[config.mk]
export PLATFORM = sky130hd
export DESIGN_NAME = shift_reg_univ
export DESIGN_NICKNAME = d
export VERILOG_FILES = /design/src/rtl/shreg_pkg.sv /design/src/rtl/shreg_bitcnt.sv /design/src/rtl/shift_reg_univ.sv
export SDC_FILE = /design/constraint.sdc
export NUM_CORES = 1
export LEC_CHECK = 0
export ABC_AREA = 0
export CAP_MARGIN = 5
export CORE_UTILIZATION = 40
export DETAILED_ROUTE_END_ITERATION = 16
export PLACE_DENSITY = 0.82
export SETUP_SLACK_MARGIN = 0.15
export SLEW_MARGIN = 20
export SYNTH_ARGS = -nofsm -noshare
export SYNTH_HDL_FRONTEND = slang
export SYNTH_SLANG_ARGS = --single-unit
[constraint.sdc]
create_clock -name clk -period 1.3 [get_ports clk]
set_input_delay 0.325 -clock clk [delete_from_list [all_inputs] [get_ports clk]]
set_output_delay 0.325 -clock clk [all_outputs]
set_load 0.005 [all_outputs]
[src/rtl/shreg_pkg.sv]
// Shared definitions for the universal shift register: mode encodings and mode type.
// Optional feature macro used by the slice: SHREG_ROTATE_EN.
package shreg_pkg;

    typedef enum logic [1:0] {
        SHREG_HOLD = 2'b00,
        SHREG_SHL  = 2'b01,
        SHREG_SHR  = 2'b10,
        SHREG_LOAD = 2'b11
    } shreg_mode_e;

endpackage

[src/rtl/shreg_bitcnt.sv]
// Modulo-WIDTH shift counter; wrap pulses for one cycle after the counter rolls over.
module shreg_bitcnt #(
    parameter int unsigned WIDTH = 8
) (
    input  logic                     clk,
    input  logic                     rst,
    input  logic                     inc,
    input  logic                     clr,
    output logic [$clog2(WIDTH)-1:0] cnt,
    output logic                     wrap
);

    localparam int unsigned CW = $clog2(WIDTH);

    logic [CW-1:0] r_cnt;
    logic          r_wrap;

    // clr has priority so a load on the final shift position never reports a word
    always_ff @(posedge clk or posedge rst) begin
        if (rst) begin
            r_cnt  <= '0;
            r_wrap <= 1'b0;
        end else begin
            r_wrap <= 1'b0;
            if (clr) begin
                r_cnt <= '0;
            end else if (inc) begin
                if (r_cnt == CW'(WIDTH - 1)) begin
                    r_cnt  <= '0;
                    r_wrap <= 1'b1;
                end else begin
                    r_cnt <= r_cnt + 1'b1;
                end
            end
        end
    end

    assign cnt  = r_cnt;
    assign wrap = r_wrap;

endmodule

[src/rtl/shift_reg_univ.sv]
// Universal shift register: hold / shift left / shift right / parallel load with word counter.
// Rotate support (rot port) is built only when SHREG_ROTATE_EN is defined.
module shift_reg_univ
    import shreg_pkg::*;
#(
    parameter int unsigned      WIDTH   = 8,
    parameter logic [WIDTH-1:0] RST_VAL = '0
) (
    input  logic                     clk,
    input  logic                     rst,
    input  logic                     en,
    input  logic [1:0]               mode,
    input  logic                     sin_l,
    input  logic                     sin_r,
    input  logic [WIDTH-1:0]         pdata,
`ifdef SHREG_ROTATE_EN
    input  logic                     rot,
`endif
    output logic [WIDTH-1:0]         q,
    output logic                     sout_l,
    output logic                     sout_r,
    output logic [$clog2(WIDTH)-1:0] cnt,
    output logic                     word_done
);

    logic [WIDTH-1:0] r_q;
    logic [WIDTH-1:0] w_q_next;
    logic             w_sin_l;
    logic             w_sin_r;
    logic             w_inc;
    logic             w_clr;
    shreg_mode_e      w_mode;

    assign w_mode = shreg_mode_e'(mode);

    always_comb begin
        w_sin_l = sin_l;
        w_sin_r = sin_r;
`ifdef SHREG_ROTATE_EN
        if (rot) begin
            w_sin_l = r_q[WIDTH-1];
            w_sin_r = r_q[0];
        end
`endif
    end

    always_comb begin
        w_q_next = r_q;
        w_inc    = 1'b0;
        w_clr    = 1'b0;
        if (en) begin
            case (w_mode)
                SHREG_SHL: begin
                    w_q_next = {r_q[WIDTH-2:0], w_sin_l};
                    w_inc    = 1'b1;
                end
                SHREG_SHR: begin
                    w_q_next = {w_sin_r, r_q[WIDTH-1:1]};
                    w_inc    = 1'b1;
                end
                SHREG_LOAD: begin
                    w_q_next = pdata;
                    w_clr    = 1'b1;
                end
                default: w_q_next = r_q;
            endcase
        end
    end

    always_ff @(posedge clk or posedge rst) begin
        if (rst) r_q <= RST_VAL;
        else     r_q <= w_q_next;
    end

    shreg_bitcnt #(.WIDTH(WIDTH)) u_bitcnt (
        .clk  (clk),
        .rst  (rst),
        .inc  (w_inc),
        .clr  (w_clr),
        .cnt  (cnt),
        .wrap (word_done)
    );

    assign q      = r_q;
    assign sout_l = r_q[WIDTH-1];
    assign sout_r = r_q[0];

endmodule

# ---- Word level (Yosys, flattened, before mapping)
# Cells that the tools add are included.
dict set report classes {
  addsub 1
  eq_ne 4
  mux 11
  reduce_logical 4
}
# cell n
set ops {}
lappend ops {{one-hot mux 8 bit (3 select lines)} 1}
lappend ops {{2-to-1 mux 3 bit} 3}
lappend ops {{2-to-1 mux 1 bit} 7}
lappend ops {{equality test 2 bit (second input constant)} 2}
lappend ops {{adder 3 x 1 -> 3 bit (second input constant)} 1}
lappend ops {{equality test 3 bit (second input constant)} 1}
lappend ops {{nonzero test 3 bit} 1}
lappend ops {{equality test 2 x 1 -> 1 bit (second input constant)} 1}
lappend ops {{AND reduction 2 bit} 1}
lappend ops {{nonzero test 2 bit} 1}
lappend ops {{OR reduction 2 bit} 1}
dict set report word_totals {
  register_bits 12
  inputBits 15
  out_inout_bits 14
}

# ---- Longest topological paths before layout
# Gate-level depths: netlist of run 1.
dict set report depth {
  ltp_word 6
  depth_mapped 6
  ltp_nobuf 5
}

# ---- Hierarchy
# A second synthesis of run 1 with hierarchy kept.
dict set report hier_totals {
  hier_cells 71
  area_unflattened_um2 714.4
}
# mod instances cells_per_inst area_each_um2
set by_module_without_submodules {}
lappend by_module_without_submodules {shift_reg_univ 1 55 526.8}
lappend by_module_without_submodules {shreg_bitcnt 1 16 187.7}

# ---- Worst setup path after synthesis of run 1
# No wires, ideal clock.
dict set report synth_timing {
  path_kind {input -> register}
  from {in mode[0]}
  to {reg r_q[1] (netlist: q[1])}
  setup_time_ps 126
  t_arrival_ps 1056
  required_ps 1174
  path_slack_ps 117
  cell_stages 6
  path_cell_list {inv_1 ha_1 buf_6 a22o_1 a21oi_1 o21ai_1}
}
dict set report synth_between {
  elab_chain_cells 3
  word_cells_on_any_way 6
}
# element line
set synth_lines {}
lappend synth_lines {{start: declaration} shift_reg_univ.sv:12} ;# input logic [1:0] mode,
lappend synth_lines {{equality test 2 bit or equality test 2 x 1 -> 1 bit (tied branches)} shift_reg_univ.sv:52} ;# case (w_mode)
lappend synth_lines {{nonzero test 3 bit (no line)} n/a}
lappend synth_lines {{AND reduction 2 bit (no line)} n/a}
lappend synth_lines {{end signal: assignment} shift_reg_univ.sv:72} ;# else r_q <= w_q_next;
lappend synth_lines {{end: declaration} shift_reg_univ.sv:26} ;# logic [WIDTH-1:0] r_q;
# Several ways; a longest one is shown, not always the timed one.
# A chain may end at the register's enable or synchronous reset.

# ---- Final worst setup path of run 1
dict set report layout_timing {
  from {reg r_q[0] (netlist: q[0])}
  to {out q[0]}
}
# element line
set layout_lines {}
lappend layout_lines {{end: declaration} shift_reg_univ.sv:19} ;# output logic [WIDTH-1:0] q,
# No word-level cell between the ends.

==> impl_results.rst, run 1 <==
.. list-table::
   :header-rows: 1

   * - Metric
     - Value
   * - Area inside the core boundary
     - 1520 um^2
   * - Source-to-sink clock delay at the later pin of the worst-skew pair
     - 270 ps
   * - Synth-to-layout area growth
     - 75.9%
   * - Sequential share of the synthesized area
     - between 40% and 50%
   * - Worst min path class
     - in -> async
   * - Net switching fraction of the power
     - 31.4%
   * - Reg clk slew, reported paths
     - 80 ps
   * - Transition time of the tightest slew-check pin
     - 487 ps
   * - Arrival time of data at the critical path endpoint
     - 880 ps
   * - Clock tree from TritonCTS
     - yes
   * - Via total after detailed routing
     - 700
   * - DR pass1 iterations
     - 4
   * - Top-level I/O count
     - 29
   * - Post-detailed-placement half-perimeter wirelength
     - 1110 um
   * - Outcome
     - complete, no violations
   * - Number of endpoints with negative hold slack in the final report
     - 0
   * - Top cell type by total area after synthesis
     - dfrtp_1
   * - CP Class
     - reg -> out
   * - Synthesized netlist net count
     - 87
   * - Final routed wire length divided by cell count
     - 14.3 um
   * - Number of warning messages in the yosys log
     - 0
   * - Std-Cell Rows
     - 14
   * - Layout cell share with drive strength beyond 1
     - 49.1%
   * - Y dimension of the die
     - 42.4 um
   * - Fmax
     - 0.828 GHz
   * - Pint
     - 939 uW
   * - DRC
     - 0
   * - Layout net count
     - 138
   * - Post-Synthesis Mean Instance Area
     - 9.77 um^2
   * - X dimension of the die
     - 42.4 um
   * - Utilization after layout
     - 75.5%
   * - Power per standard cell area
     - between 1000 and 1500 nW/um^2
   * - Worst hold margin
     - approximately 370 ps
   * - Buffers on Ports
     - 28
   * - Unrepaired setup endpoints after global routing
     - true
   * - H-tree depth
     - 1
   * - Async S/R FF share, synth
     - 100%
   * - First DRT Iteration DRCs
     - 17
   * - Period Utilization, post-route
     - 92.9%
   * - Crit path launch type
     - register
   * - Cell Count, Final, Fillers Out
     - approximately 130
   * - Comb pwr share
     - 47.3%
   * - Minimum clock period
     - approximately 1200 ps
   * - Overall track demand over capacity in global routing
     - roughly 22%
   * - Post-detailed-route via-to-cell ratio
     - 5.30
   * - Finish-stage setup viols
     - 0
   * - Final cell area excluding filler cells
     - roughly 1200 um^2
   * - Diode insertion count for antenna repair
     - 0
   * - Pin count of the biggest net entering global routing
     - 17
   * - Worst Setup End Kind
     - output port
   * - Netlist Area Pre-Place
     - 654 um^2
   * - Switching power total
     - 430 uW
   * - Met1 Track Usage GR
     - 32.2%
   * - Clock Power Share
     - about 17%
   * - Slew headroom
     - 67.5%
   * - Global-route wire length before repair
     - 3000 um
   * - Clock buffer count from CTS
     - 3
   * - Worst R2R Start
     - q[4]
   * - Register bit total from synthesis
     - 12
   * - Area of the die
     - 1800 um^2
   * - Top cell types by occurrence after synthesis
     - dfrtp_1 (12), a22o_1 (11), nand2_1 (9), o21ai_1 (9), a21oi_1 (8)
   * - Clk buf depth
     - 2
   * - Global routing usage on met3
     - 2.59%
   * - Count of maximum capacitance violations
     - 0
   * - Final global-route overflow total
     - 0
   * - Synth top area share
     - between 40% and 50%
   * - Synth unique cells
     - 14
   * - Number of nets still failing antenna checks after routing
     - 0
   * - Count of flip-flops with a built-in enable after synthesis
     - 0
   * - Top area cells in the synthesized netlist
     - dfrtp_1 (46%), a22o_1 (15%), ha_1 (9.6%), o21ai_1 (6.9%), a21oi_1 (6.1%)
   * - Setup clock skew after layout
     - 1.82 ps
   * - Standard cell area after detailed placement
     - 966 um^2
   * - Gr busiest metal
     - met2
   * - Final Slew Violations
     - 0
   * - Required time at the worst-slack endpoint
     - 980 ps
   * - Sequential group share of total power
     - 35.7%
   * - Pleak
     - 0.570 nW
   * - Worst Reg-to-Reg Cells
     - 5
   * - Clock root cell
     - clkbuf_4
   * - Initial antenna violation count
     - 0
   * - Capture instance of the worst register-to-register path
     - q[3]
   * - Most instantiated library cell after synthesis
     - dfrtp_1
   * - GP Congestion
     - ~0.77
   * - Number of global-route vias before repair
     - between 600 and 700
   * - Number of instances in the synthesized netlist
     - between 60 and 70
   * - Internal reg-to-reg setup slack
     - 110 ps
   * - Total routed wirelength
     - 1890 um
   * - Maximum vdd ir drop
     - 639 uV
   * - Total placed cells including tap cells
     - 111
   * - Critical Path Fanout Max
     - 2
   * - Starting density of the core
     - a little over two fifths
   * - Clock sinks
     - 12
   * - Top FF cell, synth
     - dfrtp_1
   * - Met2 Use GR
     - 33.5%
[routing by layer]
layer	up-vias	wire (um)
met5	-	0
met4	0	27
met3	4	75
met2	27	983
met1	329	800
li1	340	-
[flip-flops by register name, summed over array words and instances, names as in the netlist]
register / flops
u_bitcnt.cnt: 3
q: 8
u_bitcnt.wrap: 1
[critical path: stages, from the launching register on]
cell and delay [ps]:
dfrtp_1 390, buf_6 120, buf_6 100
[cell usage in the layout (no fill, tap or decap)]
cell,Yosys,layout
buf_6,1,7
nand2b_4,0,1
nor2_4,0,1
o21ai_2,0,1
ha_4,0,4
o21ai_1,9,8
clkbuf_4,0,3
a21oi_2,0,4
inv_4,0,1
a21oi_1,8,4
buf_2,1,15
buf_4,3,17
nand2_1,9,9
and2_1,1,1
dfrtp_1,12,12
ha_2,0,1
nor2_2,1,2
clkdlybuf4s50_1,0,12
inv_1,3,2
a22o_1,11,11
[power groups by stage]
stage                     Clock [mW]  Combinational (mW)  Sequential (mW)
final                          0.233               0.647            0.489
after global routing           0.256               0.699            0.499
after CTS                      0.236               0.564            0.486
after detailed placement           0               0.462            0.512
after global placement             0               0.450            0.512
after floorplan                    0               0.178            0.522
[logic make-up after synthesis]
family / share of synthesized area, %
adder cells (fa/ha/maj): 9.56
flip-flops: 45.9
AO/OA/AOI/OAI: 27.7
AND/OR/NAND/NOR: 9.18
buffers and inverters: 7.65
[worst max-delay path by stage]
stage	start	to	slack, ps	cells past startpoint
after floorplan	mode[0]	q[1]	150	6
after global placement	mode[1]	u_bitcnt.cnt[1]	-440	4
after detailed placement	mode[1]	u_bitcnt.cnt[0]	-480	4
after CTS	q[0]	q[0]	80	2
after global routing	q[0]	q[0]	60	2
final	q[0]	q[0]	90	2
[cell type report]
type	instances	area [um^2]
clock buffer	3	22.5
fill	117	373
inverter	3	13.8
multi-input combinational	47	393
sequential	12	300
tap	16	20.0
timing repair buffer	51	402
[metrics by stage]
| step | worst slack, ps | power [mW] | TNS (ps) |
|---|---|---|---|
| detailed placement | -479 | 0.974 | -5460 |
| CTS | 84.5 | 1.29 | 0 |
| floorplan | 149 | 0.700 | 0 |
| global route | 61.6 | 1.45 | 0 |
| finish | 92.3 | 1.37 | 0 |
| global placement | -436 | 0.962 | -4960 |
[what timing repair did]
item	in CTS	in global routing
setup endpoints to repair	26	14
resized for setup	76	12
hold buffers	0	0
pin swaps	5	12
buffers inserted	12	6
gates cloned	0	0
Note: power is estimated with default switching activity, not from simulation.
==> run 2, diff against run 1 <==
--- a/config.mk
+++ b/config.mk
@@ -11,7 +11,7 @@
 export DETAILED_ROUTE_END_ITERATION = 16
 export PLACE_DENSITY = 0.82
 export SETUP_SLACK_MARGIN = 0.15
-export SLEW_MARGIN = 20
+export SLEW_MARGIN = 5
 export SYNTH_ARGS = -nofsm -noshare
 export SYNTH_HDL_FRONTEND = slang
 export SYNTH_SLANG_ARGS = --single-unit
==> results of run 2 <==
Final layout, timing and power as in run 1 (identical DEF).
==> run 3, diff against run 2 <==
--- a/config.mk
+++ b/config.mk
@@ -6,7 +6,7 @@
 export NUM_CORES = 1
 export LEC_CHECK = 0
 export ABC_AREA = 0
-export CAP_MARGIN = 5
+export CORE_MARGIN = 3
 export CORE_UTILIZATION = 40
 export DETAILED_ROUTE_END_ITERATION = 16
 export PLACE_DENSITY = 0.82
@@ -15,3 +15,4 @@
 export SYNTH_ARGS = -nofsm -noshare
 export SYNTH_HDL_FRONTEND = slang
 export SYNTH_SLANG_ARGS = --single-unit
+export TNS_END_PERCENT = 50
==> run 3 against run 2 <==
Effect of this change: final area shrank 1.8%; clock skew shrank 0.85 ps; total power grew 4.3%.
==> impl_results.rst, run 3 (synthesis results as in run 1) <==
.. list-table::
   :header-rows: 1

   * - Metric
     - Value
   * - Ordered list of cells on the worst path
     - buf_6, ha_4, ha_4, a22o_1
   * - Via total after detailed routing
     - 674 (-3.7%)
   * - Library cell appearing most often on the critical path
     - ha_4
   * - Overall track demand over capacity in global routing
     - 20.0% (-2.3 points)
   * - Commonest cells after routing, fill and taps aside
     - clkdlybuf4s50_1 (12), dfrtp_1 (12), a22o_1 (11)
   * - Hold buffer count at CTS
     - 0 (unchanged)
   * - Switching power total
     - 436 uW (+1.5%)
   * - Area of the die
     - 2160 um^2 (+20%)
   * - Storage element area
     - 300 um^2 (unchanged)
   * - Count of maximum capacitance violations
     - 0 (unchanged)
   * - Clock root cell
     - clkbuf_4
   * - First DRT Iteration DRCs
     - 8 (-9)
   * - Worst min path class
     - in -> async
   * - Crit path launch type
     - register
   * - Clock sinks
     - 12 (unchanged)
   * - Reg clk slew, reported paths
     - 80 ps (about the same)
   * - Comb pwr share
     - 44.1% (-3.2 points)
   * - Critical Path Fanout Max
     - 2 (unchanged)
   * - Final Slew Violations
     - 0 (unchanged)
   * - Top cell family by delay on the critical path
     - flip-flops
   * - Final global-route overflow total
     - 0 (unchanged)
   * - Area inside the core boundary
     - 1420 um^2 (-7.1%)
   * - CP Class
     - reg -> reg
   * - Transition time of the tightest slew-check pin
     - 458 ps (-29.1 ps)
   * - Clock Power Share
     - 21.3% (+4.3 points)
   * - Slew headroom
     - 69.4% (+1.9 points)
   * - GP Congestion
     - 0.801 (+4.6%)
   * - Outcome
     - complete, no violations
   * - DRC
     - 0 (unchanged)
   * - Maximum vdd ir drop
     - 1150 uV (+80%)
   * - Power per standard cell area
     - 1260 nW/um^2 (+6.3%)
   * - Final routed wire length divided by cell count
     - 14.9 um (+4.6%)
   * - Number of nets still failing antenna checks after routing
     - 0 (unchanged)
   * - Slowest stage delay, CP
     - 420 ps (+30 ps)
   * - Layout net count
     - 132 (-4.3%)
   * - Pint
     - 991 uW (+5.6%)
   * - Post-detailed-route via-to-cell ratio
     - 5.35 (+0.87%)
   * - Sequential group share of total power
     - 34.6% (-1.1 points)
   * - Diode insertion count for antenna repair
     - 0 (unchanged)
   * - Finish-stage setup viols
     - 0 (unchanged)
   * - Fill cell count
     - 96 (-18%)
   * - Period Utilization, post-route
     - 94.4% (+1.5 points)
   * - Top-level I/O count
     - 29 (unchanged)
   * - Worst hold margin
     - 345 ps (-26.7 ps)
   * - X dimension of the die
     - 46.4 um (+9.4%)
   * - Slowest stage cell, crit path
     - dfrtp_1
   * - Total placed cells including tap cells
     - 111 (unchanged)
   * - Layout cell share with drive strength beyond 1
     - 42.3% (-6.8 points)
   * - Arrival time of data at the critical path endpoint
     - 1400 ps (+520 ps)
   * - Std-Cell Rows
     - 13 (-1)
   * - Fmax
     - 0.815 GHz (-1.6%)
   * - Minimum clock period
     - 1230 ps (+19.5 ps)
   * - Worst path bufs/invs
     - 1 (-1)
   * - H-tree depth
     - 1 (unchanged)
   * - Clk buf depth
     - 2 (unchanged)
   * - Clock buffer count from CTS
     - 3 (unchanged)
   * - Y dimension of the die
     - 46.4 um (+9.4%)
   * - Crit path launch
     - u_bitcnt.cnt[0]
   * - Post-detailed-placement half-perimeter wirelength
     - 1250 um (+13%)
   * - Number of flip-flops under the largest register name
     - 8 (unchanged)
   * - Cell Count, Final, Fillers Out
     - 126 (-4.5%)
   * - Initial antenna violation count
     - 0 (unchanged)
   * - Global-route wire length before repair
     - 2930 um (-2.5%)
   * - Pleak
     - 0.549 nW (-3.6%)
   * - Number of endpoints with negative hold slack in the final report
     - 0 (unchanged)
   * - Buffers on Ports
     - 28 (unchanged)
   * - Source-to-sink clock delay at the later pin of the worst-skew pair
     - 280 ps (about the same)
   * - Utilization after layout
     - 79.8% (+4.3 points)
   * - Worst R2R Start
     - u_bitcnt.cnt[0]
   * - Unrepaired setup endpoints after global routing
     - true
   * - Synth-to-layout area growth
     - 72.7%
   * - Area taken by multi-input logic gates
     - 380 um^2 (-3.2%)
   * - Setup clock skew after layout
     - 0.975 ps (-0.847 ps)
   * - Pin count of the biggest net entering global routing
     - 17 (unchanged)
   * - Overall power of the completed layout
     - 1.43 mW (+4.3%)
   * - Number of global-route vias before repair
     - 644 (+0.63%)
   * - Worst Setup End Kind
     - register
   * - Total routed wirelength
     - 1880 um (-0.16%)
   * - DR pass1 iterations
     - 3 (-1)
   * - Clock tree from TritonCTS
     - yes
   * - Net switching fraction of the power
     - 30.6% (-0.84 points)
   * - Starting density of the core
     - 46.2% (+3.3 points)
   * - Required time at the worst-slack endpoint
     - 1470 ps (+490 ps)
## run 3: cell types whose count changed in the layout (fill, tap and decap cells not counted), sizes merged
cell and delta:
clkbuf +6, buf -13, clkdlybuf4s15 +2
## run 3: worst paths after layout
path	end	slack, ps	cells after the start
worst max-delay path	u_bitcnt.cnt[2]	70	4
worst min-delay path	q[6]	340	2
worst max register to register	u_bitcnt.cnt[2]	70	4
worst min register to register	q[7]	610	3
max in group asynchronous	u_bitcnt.cnt[2]	640	2
min in group clk	q[7]	610	3
## run 3: power groups by stage
stage | Clock, mW | Sequential (mW) | Combinational [mW]
4_1_cts | 0.312 | 0.491 | 0.618
3_3_place_gp | 0 | 0.503 | 0.467
6_report | 0.304 | 0.494 | 0.629
2_1_floorplan | 0 | 0.522 | 0.178
3_5_place_dp | 0 | 0.509 | 0.484
5_1_grt | 0.321 | 0.504 | 0.682
## run 3: final cells by class
cell class | count | share of cell area [%]
Sequential cell | 12 | 26.6
Tap cell | 15 | 1.66
Clock buffer | 4 | 3.21
Timing Repair Buffer | 45 | 33.9
Inverter | 3 | 0.997
Multi-Input combinational cell | 47 | 33.7
## run 3: routing by layer
layer	up-vias	global-route usage [%]	routed length [um]
met1	316	24.1	757
li1	327	-	-
met5	-	0	0
met2	22	31.3	947
met4	0	9.66	53
met3	9	7.03	125
## run 3: repair_timing
action	4_1_cts	5_1_grt
endpoints found under the setup margin	26	20
setup buffers	11	0
pin swaps	3	5
gates resized for setup	68	9
## run 3: per-stage QoR
step / setup TNS [ps] / cell area, um^2 / setup WS (ps)
final: 0 / 1130 / 72.8
after global routing: 0 / 1130 / 54.2
after CTS: 0 / 1140 / 81.3
after detailed placement: -5630 / 972 / -497
after global placement: -5100 / 972 / -450
after floorplan: 0 / 673 / 149
